**config.mk**
```make
export PLATFORM = sky130hd
export DESIGN_NAME = duart_rx_flat
export DESIGN_NICKNAME = d
export VERILOG_FILES = /design/src/rtl/duart_rx_if.sv /design/src/rtl/duart_rx.sv /design/src/flat_wrapper.sv
export SDC_FILE = /design/constraint.sdc
export NUM_CORES = 1
export LEC_CHECK = 0
export CAP_MARGIN = 0
export CELL_PAD_IN_SITES_DETAIL_PLACEMENT = 0
export CELL_PAD_IN_SITES_GLOBAL_PLACEMENT = 1
export CORE_ASPECT_RATIO = 0.6
export CORE_MARGIN = 2
export CORE_UTILIZATION = 30
export DETAILED_ROUTE_END_ITERATION = 10
export PLACE_DENSITY = 0.65
export SLEW_MARGIN = 0
export SYNTH_ARGS = -nofsm -noshare
export SYNTH_HDL_FRONTEND = slang
export SYNTH_SLANG_ARGS = --single-unit
```
**constraint.sdc**
```tcl
create_clock -name clk -period 3.1 [get_ports clk]
set_input_delay 0.465 -clock clk [delete_from_list [all_inputs] [get_ports clk]]
set_output_delay 0.465 -clock clk [all_outputs]
set_load 0.01 [all_outputs]
```
**src/rtl/duart_rx_if.sv**
```systemverilog
// rtl/duart_rx_if.sv - receive byte handshake between duart_rx and its consumer
//
// Signals:
//   rxdata   8  FIFO head byte, meaningful while rxvalid=1
//   rxvalid  1  FIFO non-empty
//   rxready  1  consumer pop request; a pop happens when rxvalid & rxready
// Modports:
//   master  receiver side (drives rxdata/rxvalid)
//   slave   consumer side (drives rxready)

interface duart_rx_if;
    logic [7:0] rxdata;
    logic       rxvalid;
    logic       rxready;

    modport master (output rxdata, output rxvalid, input rxready);
    modport slave  (input rxdata, input rxvalid, output rxready);
endinterface

```
**src/rtl/duart_rx.sv**
```systemverilog
// rtl/duart_rx.sv - debug UART 8N1 receiver with ETU bit timing and receive FIFO
//
// Ports:
//   clk      sole clock
//   resetn   asynchronous active-low reset
//   rxd      serial line, asynchronous to clk, idle high
//   rxen     receiver enable; low aborts any frame and holds the FSM in IDLE
//   etu      bit period minus one in clk cycles (clamped to a minimum)
//   rx       duart_rx_if.master: rxdata / rxvalid / rxready byte handshake
//   busy     FSM not in IDLE
//   framerr  one-cycle pulse: stop bit sampled 0
//   overrun  one-cycle pulse: completed byte dropped because FIFO full
//   level    FIFO occupancy
//
// Build option: define DUART_RX_MAJORITY_EN for 2-of-3 majority sampling of
// each bit at H-1, H, H+1 (decision at H+1, etu minimum 4). Otherwise each
// bit is sampled once at H.

module duart_rx #(
    parameter int ETUW        = 16,
    parameter int FIFO_DEPTH  = 4,
    parameter int SYNC_STAGES = 2
) (
    input  logic                          clk,
    input  logic                          resetn,
    input  logic                          rxd,
    input  logic                          rxen,
    input  logic [ETUW-1:0]               etu,
    duart_rx_if.master                    rx,
    output logic                          busy,
    output logic                          framerr,
    output logic                          overrun,
    output logic [$clog2(FIFO_DEPTH):0]   level
);

    localparam int AW = $clog2(FIFO_DEPTH);
    localparam int LW = AW + 1;
`ifdef DUART_RX_MAJORITY_EN
    localparam logic [ETUW-1:0] ETU_MIN = ETUW'(4);
`else
    localparam logic [ETUW-1:0] ETU_MIN = ETUW'(3);
`endif

    typedef enum logic [1:0] {IDLE, START, DATA, STOP} state_t;

    // Line synchroniser and edge detect
    logic [SYNC_STAGES-1:0] sync_q;
    logic                   rxs;
    logic                   rxs_prev;
    logic                   fall;

    always_ff @(posedge clk or negedge resetn) begin
        if (!resetn) begin
            sync_q   <= '1;
            rxs_prev <= 1'b1;
        end else begin
            sync_q   <= {sync_q[SYNC_STAGES-2:0], rxd};
            rxs_prev <= rxs;
        end
    end

    assign rxs  = sync_q[SYNC_STAGES-1];
    assign fall = rxs_prev & ~rxs;

    // Bit timing
    state_t          state_q, state_d;
    logic [ETUW-1:0] etul;
    logic [ETUW-1:0] bitcnt;
    logic [ETUW-1:0] half;
    logic [2:0]      bidx;
    logic [7:0]      shift;
    logic            strobe;
    logic            bitval;
    logic            start_frame;
    logic            push_req;
    logic            ferr_d;

    assign half = etul >> 1;

`ifdef DUART_RX_MAJORITY_EN
    logic samp_a;
    logic samp_b;

    always_ff @(posedge clk or negedge resetn) begin
        if (!resetn) begin
            samp_a <= 1'b1;
            samp_b <= 1'b1;
        end else begin
            if (bitcnt == half - ETUW'(1)) samp_a <= rxs;
            if (bitcnt == half)            samp_b <= rxs;
        end
    end

    // Third vote is the live sample at H+1, where the decision is taken.
    assign strobe = (bitcnt == half + ETUW'(1));
    assign bitval = (samp_a & samp_b) | (samp_a & rxs) | (samp_b & rxs);
`else
    assign strobe = (bitcnt == half);
    assign bitval = rxs;
`endif

    // FSM
    always_ff @(posedge clk or negedge resetn) begin
        if (!resetn) state_q <= IDLE;
        else         state_q <= state_d;
    end

    always_comb begin
        state_d     = state_q;
        start_frame = 1'b0;
        push_req    = 1'b0;
        ferr_d      = 1'b0;
        if (!rxen) begin
            state_d = IDLE;
        end else begin
            case (state_q)
                IDLE: begin
                    if (fall) begin
                        start_frame = 1'b1;
                        state_d     = START;
                    end
                end
                START: begin
                    // A start bit that is high again at mid-bit was a glitch.
                    if (strobe) state_d = bitval ? IDLE : DATA;
                end
                DATA: begin
                    if (strobe && bidx == 3'd7) state_d = STOP;
                end
                STOP: begin
                    // Leaving mid stop bit lets a back-to-back start edge be caught.
                    if (strobe) begin
                        push_req = bitval;
                        ferr_d   = ~bitval;
                        state_d  = IDLE;
                    end
                end
                default: state_d = IDLE;
            endcase
        end
    end

    assign busy = (state_q != IDLE);

    // Counter and shift register
    always_ff @(posedge clk or negedge resetn) begin
        if (!resetn) begin
            etul   <= ETU_MIN;
            bitcnt <= '0;
            bidx   <= '0;
            shift  <= '0;
        end else begin
            if (start_frame) begin
                etul   <= (etu < ETU_MIN) ? ETU_MIN : etu;
                bitcnt <= '0;
                bidx   <= '0;
            end else if (state_q != IDLE) begin
                bitcnt <= (bitcnt == etul) ? '0 : bitcnt + ETUW'(1);
            end
            if (state_q == DATA && strobe) begin
                shift <= {bitval, shift[7:1]};
                bidx  <= bidx + 3'd1;
            end
        end
    end

    // Receive FIFO; head entry is read straight from the register array.
    logic [7:0]    mem [FIFO_DEPTH];
    logic [AW-1:0] wptr;
    logic [AW-1:0] rptr;
    logic          full;
    logic          pop;
    logic          wr;

    assign full       = (level == LW'(FIFO_DEPTH));
    assign rx.rxvalid = (level != '0);
    assign rx.rxdata  = mem[rptr];
    assign pop        = rx.rxvalid & rx.rxready;
    assign wr         = push_req & (~full | pop);

    always_ff @(posedge clk or negedge resetn) begin
        if (!resetn) begin
            for (int i = 0; i < FIFO_DEPTH; i++) mem[i] <= '0;
            wptr    <= '0;
            rptr    <= '0;
            level   <= '0;
            framerr <= 1'b0;
            overrun <= 1'b0;
        end else begin
            if (wr) begin
                mem[wptr] <= shift;
                wptr      <= wptr + AW'(1);
            end
            if (pop) rptr <= rptr + AW'(1);
            level   <= level + LW'(wr) - LW'(pop);
            framerr <= ferr_d;
            overrun <= push_req & full & ~pop;
        end
    end

endmodule

```
**src/flat_wrapper.sv**
```systemverilog
// flat-port wrapper written by rule: the top's interface ports become plain ports
module duart_rx_flat 
#(
    parameter int ETUW        = 16,
    parameter int FIFO_DEPTH  = 4,
    parameter int SYNC_STAGES = 2
)
  (clk, resetn, rxd, rxen, etu, busy, framerr, overrun, level, rx_rxdata, rx_rxvalid, rx_rxready);
  duart_rx_if rx_i ();
  input  logic clk;
  input  logic resetn;
  input  logic rxd;
  input  logic rxen;
  input  logic [ETUW-1:0] etu;
  output logic busy;
  output logic framerr;
  output logic overrun;
  output logic [$clog2(FIFO_DEPTH):0] level;
  output wire logic [$bits(rx_i.rxdata)-1:0] rx_rxdata;
  output wire logic [$bits(rx_i.rxvalid)-1:0] rx_rxvalid;
  input wire logic [$bits(rx_i.rxready)-1:0] rx_rxready;
  assign rx_rxdata = rx_i.rxdata;
  assign rx_rxvalid = rx_i.rxvalid;
  assign rx_i.rxready = rx_rxready;
  duart_rx #(.ETUW(ETUW), .FIFO_DEPTH(FIFO_DEPTH), .SYNC_STAGES(SYNC_STAGES)) u_core (.clk(clk), .resetn(resetn), .rxd(rxd), .rxen(rxen), .etu(etu), .rx(rx_i), .busy(busy), .framerr(framerr), .overrun(overrun), .level(level));
endmodule
```
# Word level (Yosys, flattened, before mapping)
# Index checks and enable logic that the tools add are counted.
dict set report classes {
  addsub 6
  magnitude_cmp 4
  n_eq_ne 11
  mux 28
  bitwise 11
  n_reduce_logical 9
}
# operator n
set op_table {}
lappend op_table {{$mux 16} 4}
lappend op_table {{$bwmux 32} 1}
lappend op_table {{$mux 8} 3}
lappend op_table {{$add 16x1->16 const B} 1}
lappend op_table {{$bmux 8 s2} 1}
lappend op_table {{$demux 8 s2} 1}
lappend op_table {{$eq 16x15->1} 1}
lappend op_table {{$eq 16x16->1} 1}
lappend op_table {{$lt 16x2->1 const B} 1}
lappend op_table {{$mux 2} 6}
lappend op_table {{$ne 3x2->1 const B} 4}
lappend op_table {{$mux 1} 9}
lappend op_table {{$pmux 2 s4} 1}
lappend op_table {{$eq 3x3->1 const B} 2}
lappend op_table {{$ge 3x3->1 const B} 2}
lappend op_table {{$mux 3} 2}
lappend op_table {{$not 2->3} 2}
lappend op_table {{$reduce_bool 2->1} 3}
lappend op_table {{$and 1x1->1} 5}
lappend op_table {{$add 2x1->2 const B} 2}
lappend op_table {{$eq 2x2->1 const B} 2}
lappend op_table {{$reduce_and 4->1} 1}
lappend op_table {{$add 3x1->3} 1}
lappend op_table {{$add 3x1->3 const B} 1}
lappend op_table {{other kinds (8)} 12}
dict set report totals {
  regBits 89
  input_bits 21
  out_inout_bits 15
  elab_cells 85
}

# Longest topological paths before layout
# Gate-level depths: netlist of run 1.
dict set report logic_depth {
  depth_word 7
  mapped_depth 10
  depth_no_buf 9
}

# Least setup slack after synthesis of run 1
# No wires, ideal clock.
dict set report synth_path {
  path_kind {reg2reg}
  from {reg u_core.level[1]}
  to {reg u_core.level[2]}
  t_arrival_ns 2.177
  required_time_ns 2.977
  setup_slack_ns 0.800
  stages_incl_launch_ff 9
  n_path_buf 0
  period_less_slack_ns 2.300
  cell_sequence {dfrtp_1 > or3_1 > and2_1 > ha_1 > inv_1 > ha_1 > fa_1 > xnor2_1 > xnor2_1}
}
dict set report synth_between {
  elab_chain_cells 6
  elab_cells_between_ends 8
}
# item line
set synth_rtl {}
lappend synth_rtl {{start, declared} duart_rx.sv:33} ;# output logic [$clog2(FIFO_DEPTH):0] level
lappend synth_rtl {{start signal, assigned} duart_rx.sv:195} ;# level <= level + LW'(wr) - LW'(pop);
lappend synth_rtl {{$reduce_bool 3->1 *} duart_rx.sv:176} ;# assign rx.rxvalid = (level != '0);
lappend synth_rtl {{net rx_rxvalid} flat_wrapper.sv:20} ;# output wire logic [$bits(rx_i.rxvalid)-1:0] rx_rxvalid;
lappend synth_rtl {{$and 1x1->1 *} duart_rx.sv:178} ;# assign pop = rx.rxvalid & rx.rxready;
lappend synth_rtl {{net u_core.pop} duart_rx.sv:172} ;# logic pop;
lappend synth_rtl {{$or 1x1->1} duart_rx.sv:179} ;# assign wr = push_req & (~full | pop);
lappend synth_rtl {{$and 1x1->1} duart_rx.sv:179}
lappend synth_rtl {{$add 3x1->3} duart_rx.sv:195}
lappend synth_rtl {{$sub 3x1->3 *} duart_rx.sv:195}
# The timed path passes the listed nets; every way through them passes the cells marked *.
# A chain may end at the register's enable or synchronous reset.

# Worst setup path after layout of run 1
dict set report layout_path {
  from {reg u_core.rptr[0]}
  to {out rx_rxdata[5]}
}
dict set report layout_between {
  elab_chain_cells 4
}
# item line
set layout_rtl {}
lappend layout_rtl {{start, declared} duart_rx.sv:170} ;# logic [AW-1:0] rptr;
lappend layout_rtl {{start signal, assigned} duart_rx.sv:194} ;# if (pop) rptr <= rptr + AW'(1);
lappend layout_rtl {{$not 2->3 (implied by the code)} duart_rx.sv:177} ;# assign rx.rxdata = mem[rptr];
lappend layout_rtl {{$bmux 8 s2} duart_rx.sv:177}
lappend layout_rtl {{$mux 8 (implied by the code) (2 in series)} duart_rx.sv:177}
lappend layout_rtl {{end, declared} flat_wrapper.sv:19} ;# output wire logic [$bits(rx_i.rxdata)-1:0] rx_rxdata;
# No other way between the ends. The select of a mux whose other input is x is not followed.

==> results_dict.tcl, run 1 <==
set metrics [dict create \
    cts_sinks 89 \
    maxCapViolCount 0 \
    p_per_area_nw_per_um2 586 \
    worstPathRequired_ps 2630 \
    cts_made_buffers 9 \
    finalHoldViolations 0 \
    port_buffers 35 \
    peakVddDrop_mv 0.242 \
    p_total_mw 3.08 \
    slew_violations 0 \
    final_cell_mix "84 x dfrtp_1, 59 x nand2_1, 37 x xnor2_1, 34 x mux2_2, 34 x clkdlybuf4s50_1" \
    drive_above_1_share 0.205 \
    slowest_stage "dfrtp_1" \
    synth.area.top_cells "dfrtp_1 47%, mux2_2 8.6%, xnor2_1 7.3%, nand2_1 5.0%, mux4_2 4.1%" \
    worstReg2RegStart "u_core.bitcnt[0]" \
    critical_path_class "reg -> out" \
    crit_end "rx_rxdata[5]" \
    wl_per_cell_um 15.8 \
    synth_compound_area_frac 0.0350 \
    die_y_um 98.2 \
    synth_fp_nets 410 \
    synth.distinct_cells 46 \
    r2r_cells 6 \
    whs_ps 109 \
    via_per_inst 4.71 \
    fin_crit_sh 0.865 \
    area_growth_pct 18.2 \
    crit_start "u_core.rptr[0]" \
    routed_wl_um 9690 \
    cts_hold_buf 0 \
    nets 442 \
    first_pass_iters 4 \
    cpLargestDelayFamily "flip-flops" \
    ctsResizeCount 0 \
    cts_max_path_buffers 2 \
    fin_crit_ps 2680 \
    root_buffer "clkbuf_16" \
    synth_top_family_by_area "multiplexers" \
    hold_path_class "in -> async" \
    grt_pass1_vias 2975 \
    critical_path_depth 2 \
    crit_arrival_ps 2220 \
    synthCells 379 \
    synth_flop_cell "dfrtp_1" \
    post-cts-setup-buffer-count 0 \
    synth_edf_count 0 \
    leakage_nw 2.34 \
    yosys.area_share.simple 0.151 \
    n_fill_cell 1454 \
    tns_ps 0 \
    crit_buf_inv 1 \
    startpoint_type "flop" \
    rrSetupSlack_ps 560 \
    drt-initial-drc-count 183 \
    worstPathCellList "mux4_2 > clkdlybuf4s50_1" \
    fp.dieW_um 161 \
    syn_avg_cell_area_um2 11.7 \
    overflow 0 \
    num_vias 2889 \
    synth.area.mux_share 0.160 \
    max_stage_delay_ps 760 \
    worstSkewPairLatency_ps 350 \
    grt_setup_unrepaired "false" \
    worst_setup_path_end_kind "output pin" \
    timing.fmax_mhz 373 \
    finish.utilization 0.363 \
    cts_tree "done" \
    tightestPinTransition_ps 653 \
    io_pins 36 \
    final-setup-viol-count 0 \
    relSlewSlack 0.565 \
    grt_max_degree 43 \
    antenna_left 0 \
    synthArstFlopShare 1.00 \
    synth_top_area_frac 0.474 \
    drcViolationCount 0 \
    yosysTopAreaCell "dfrtp_1" \
    antenna_found_initial 0 \
    start_util 0.307 \
    synth_fa_ha_area_frac 0.0299 \
    yosys_warnings 0 \
    synth-seq-cells 89 \
    final_common_cell "dfrtp_1" \
    core_um2 14500 \
    synth-xor-area-share 0.0849 \
    cp_max_fo 10 \
    num_antenna_cells 0 \
    gp_congestion 0.787 \
    htreeDepth 3 \
    clkTransAtPathRegs_ps 70 \
    syn_area_um2 4440 \
    dpl.hpwl_um 7000 \
    dieArea_um2 15800 \
    rows 34 \
    grt_pass1_wl_um 16300 \
    finClkSkew_ps 7.84 \
    status "complete, no violations" \
    synth-seq-area-share 0.503 \
    reg2reg_to "u_core.mem[14]" \
    grtUsageTotal 0.133 \
]
## Yosys cell counts (all sizes together), types with 5 or more instances
cell type  number
and3            6
buf             7
clkbuf         14
dfrtp          84
dfstp           5
ha              9
inv            11
mux2           41
mux4            8
nand2          59
nand3           7
nand4          12
nor2           21
nor4            7
xnor2          37
xor2            6
## registers in the layout, indices dropped and copies added (netlist names), 3 cells and up
name,flops
u_core.bidx,3
u_core.bitcnt,16
u_core.etul,16
u_core.level,3
u_core.mem,32
u_core.shift,8
## stage by stage
stage	cells	instance area, um2	setup WS (ps)
after floorplan	379	4440	800
after global placement	598	4960	407
after detailed placement	598	4960	378
after CTS	613	5250	372
after global routing	613	5250	308
final	613	5250	418
## area by class of cell
type	count	area, um2	area share
Sequential cell	89	2230	0.426
Multi-Input combinational cell	258	2040	0.389
Timing Repair Buffer	42	400	0.0763
Clock buffer	12	256	0.0489
Tap cell	198	248	0.0472
Inverter	11	41.3	0.00787
Clock inverter	3	25.0	0.00477
## cell families (layout without fill, tap and decap cells)
logic type                 Yosys count  count (layout)
DFF                                 89              89
buffers and inverters               32              68
muxes                               53              53
and+or+nand+nor                    133             133
adders and majority gates           10              10
AOI/OAI and AO/OA                   19              19
xor gates and xnor gates            43              43
## power by group
group / leakage (nW) / internal [mW] / switching, mW / total [mW]
combinational: 1.02 / 0.315 / 0.228 / 0.542
sequential: 1.18 / 1.28 / 0.216 / 1.49
clock: 0.135 / 0.587 / 0.453 / 1.04
## worst min-delay path by stage
stage | startpoint | to | slack, ps
after global routing | resetn | u_core.etul[7] | 150
after global placement | u_core.sync_q[0] | u_core.sync_q[1] | 350
after CTS | resetn | u_core.etul[7] | 130
final | resetn | u_core.etul[7] | 110
after detailed placement | u_core.sync_q[0] | u_core.sync_q[1] | 350
after floorplan | resetn | u_core.bidx[0] | 170
## routing by layer
metal / global-route usage / part of all wire / wire (um) / vias up
met1: 0.210 / 0.56 / 5390 / 1452
met3: 0.0331 / 0.037 / 358 / 10
met5: 0 / 0 / 0 / -
met2: 0.173 / 0.39 / 3810 / 44
li1: - / - / - / 1383
met4: 0.0433 / 0.015 / 141 / 0
Power figures use the tool's default switching activity.
==> inputs of run 2 (changes only) <==
--- a/config.mk
+++ b/config.mk
@@ -10,10 +10,10 @@
 export CELL_PAD_IN_SITES_GLOBAL_PLACEMENT = 1
 export CORE_ASPECT_RATIO = 0.6
 export CORE_MARGIN = 2
-export CORE_UTILIZATION = 30
+export CORE_UTILIZATION = 25
 export DETAILED_ROUTE_END_ITERATION = 10
-export PLACE_DENSITY = 0.65
-export SLEW_MARGIN = 0
+export PLACE_DENSITY = 0.58
+export SLEW_MARGIN = 20
 export SYNTH_ARGS = -nofsm -noshare
 export SYNTH_HDL_FRONTEND = slang
 export SYNTH_SLANG_ARGS = --single-unit
==> run 2 against run 1 <==
Effect of this change: setup slack improved by 31 ps; cell area increased by 1.6%; via count increased by 0.80%; hold slack improved by 77 ps; cell count increased by 5.9%; flip-flop and latch count unchanged; sequential share of layout area decreased by 0.66 points; maximum frequency increased by 1.2%; register-to-register slack got worse by 30 ps; clock-buffer cell count decreased by 1; critical path type unchanged; largest cell class unchanged; highest routed layer unchanged.
==> results_dict.tcl, run 2 (same netlist as run 1, synthesis figures left out) <==
set metrics [dict create \
    antenna_left 0 \
    root_buffer "clkbuf_16" \
    area_growth_pct 20.1 \
    fp.dieW_um 176 \
    cts_hold_buf 0 \
    critical_path_depth 2 \
    drt-initial-drc-count 142 \
    crit_buf_inv 1 \
    biggestRegsByFlops "u_core.mem (32), u_core.bitcnt (16), u_core.etul (16)" \
    fin_crit_ps 2650 \
    slew_violations 0 \
    timing.fmax_mhz 377 \
    worst_setup_path_end_kind "output pin" \
    drcViolationCount 0 \
    antenna_found_initial 0 \
    r2r_cells 5 \
    peakVddDrop_mv 0.241 \
    cts_max_path_buffers 2 \
    via_per_inst 4.49 \
    dpl.hpwl_um 7220 \
    grt_pass1_wl_um 16600 \
    grt_max_degree 55 \
    first_pass_iters 4 \
    largest_reg_flops 32 \
    overflow 0 \
    grt_setup_unrepaired "false" \
    slowest_stage "dfrtp_1" \
    dieArea_um2 18900 \
    worstPathRequired_ps 2630 \
    crit_end "rx_rxdata[5]" \
    post-cts-setup-buffer-count 0 \
    tns_ps 0 \
    p_per_area_nw_per_um2 599 \
    top_register "u_core.mem" \
    status "complete, no violations" \
    clkTransAtPathRegs_ps 60 \
    p_sw_uw 915 \
    startpoint_type "flop" \
    switching_share 0.287 \
    htreeDepth 3 \
    relSlewSlack 0.523 \
    max_stage_delay_ps 740 \
    grt_pass1_vias 2959 \
    tightestPinTransition_ps 716 \
    final-setup-viol-count 0 \
    final_common_cell "dfrtp_1" \
    seq_power_share 0.467 \
    num_antenna_cells 0 \
    worstReg2RegStart "u_core.bitcnt[7]" \
    fin_cells 649 \
    final_area_um2 5330 \
    clkPwrFrac 0.358 \
    pwr-share-comb 0.176 \
    port_buffers 35 \
    crit_arrival_ps 2190 \
    ctsResizeCount 0 \
    finalHoldViolations 0 \
    gp_congestion 0.784 \
    crit_start "u_core.rptr[0]" \
    cp_max_fo 9 \
    leakage_nw 2.36 \
    maxCapViolCount 0 \
    reg2reg_to "u_core.mem[15]" \
    fin_crit_sh 0.855 \
    placed_cell_area_um2 5010 \
    routed_wl_um 9940 \
    cpLargestDelayFamily "flip-flops" \
    final_cell_mix "84 x dfrtp_1, 59 x nand2_1, 37 x xnor2_1, 34 x mux2_2, 34 x clkdlybuf4s50_1" \
    cts_made_buffers 9 \
    worstPathCellList "mux4_2 > clkdlybuf4s50_1" \
    worstSkewPairLatency_ps 340 \
    cts_sinks 89 \
    core_um2 17300 \
    rrSetupSlack_ps 530 \
    nets 441 \
    internal-power_mw 2.28 \
    rows 37 \
    io_pins 36 \
    critical_path_class "reg -> out" \
    cts_tree "done" \
    grtUsageTotal 0.115 \
    drive_above_1_share 0.207 \
    wl_per_cell_um 15.3 \
    die_y_um 107 \
    num_vias 2912 \
    start_util 0.257 \
    finClkSkew_ps 8.50 \
    dp.cells 633 \
    hold_path_class "in -> async" \
]
-- run 2: cell types whose count changed in the layout (fill, tap and decap cells not counted), sizes merged --
cell and delta:
buf -1, bufinv +1, clkbuf -1, clkinv +1, clkinvlp -1, inv +1
-- run 2: metal layers --
layer	GRT usage	up-vias	wire [um]	share of wire
li1	-	1381	-	-
met5	0	-	0	0
met4	0.0283	0	95	0.0096
met1	0.191	1466	5680	0.57
met2	0.142	55	3750	0.38
met3	0.0262	10	414	0.042
-- run 2: final cells by class --
| cell class | count | area, um2 |
|---|---|---|
| Clock inverter | 5 | 61.3 |
| Multi-Input combinational cell | 258 | 2040 |
| Tap cell | 234 | 293 |
| Clock buffer | 11 | 253 |
| Timing Repair Buffer | 41 | 405 |
| Fill cell | 1745 | 11900 |
| Sequential cell | 89 | 2230 |
| Inverter | 11 | 41.3 |
-- run 2: per-stage QoR --
step | worst slack (ps) | hold slack [ps] | power (mW) | util
floorplan | 800 | 169 | 1.84 | -
global route | 287 | 244 | 3.39 | 0.309
detailed placement | 374 | 362 | 2.08 | 0.290
finish | 449 | 185 | 3.19 | 0.309
global placement | 393 | 360 | 2.07 | 0.290
CTS | 389 | 213 | 3.24 | 0.309
-- run 2: power by group through the flow --
stage | logic (mW) | registers, mW | clock network, mW
2_1_floorplan | 0.441 | 1.40 | 0
5_1_grt | 0.636 | 1.52 | 1.23
3_3_place_gp | 0.561 | 1.51 | 0
4_1_cts | 0.570 | 1.49 | 1.18
6_report | 0.560 | 1.49 | 1.14
3_5_place_dp | 0.565 | 1.51 | 0
-- run 2: worst min path at each step --
| stage | from | end | slack [ps] |
|---|---|---|---|
| floorplan | resetn | u_core.bidx[0] | 170 |
| finish | resetn | u_core.rptr[1] | 190 |
| global route | resetn | u_core.rptr[0] | 240 |
| detailed placement | u_core.sync_q[0] | u_core.sync_q[1] | 360 |
| CTS | resetn | u_core.bitcnt[10] | 210 |
| global placement | u_core.sync_q[0] | u_core.sync_q[1] | 360 |
-- run 2: worst register-to-register path: cells and delay by family (launching register included) --
kind | cells | cell delay [ps]
simple gates | 3 | 1430
xor+xnor | 1 | 170
flops | 1 | 460
mux | 1 | 390
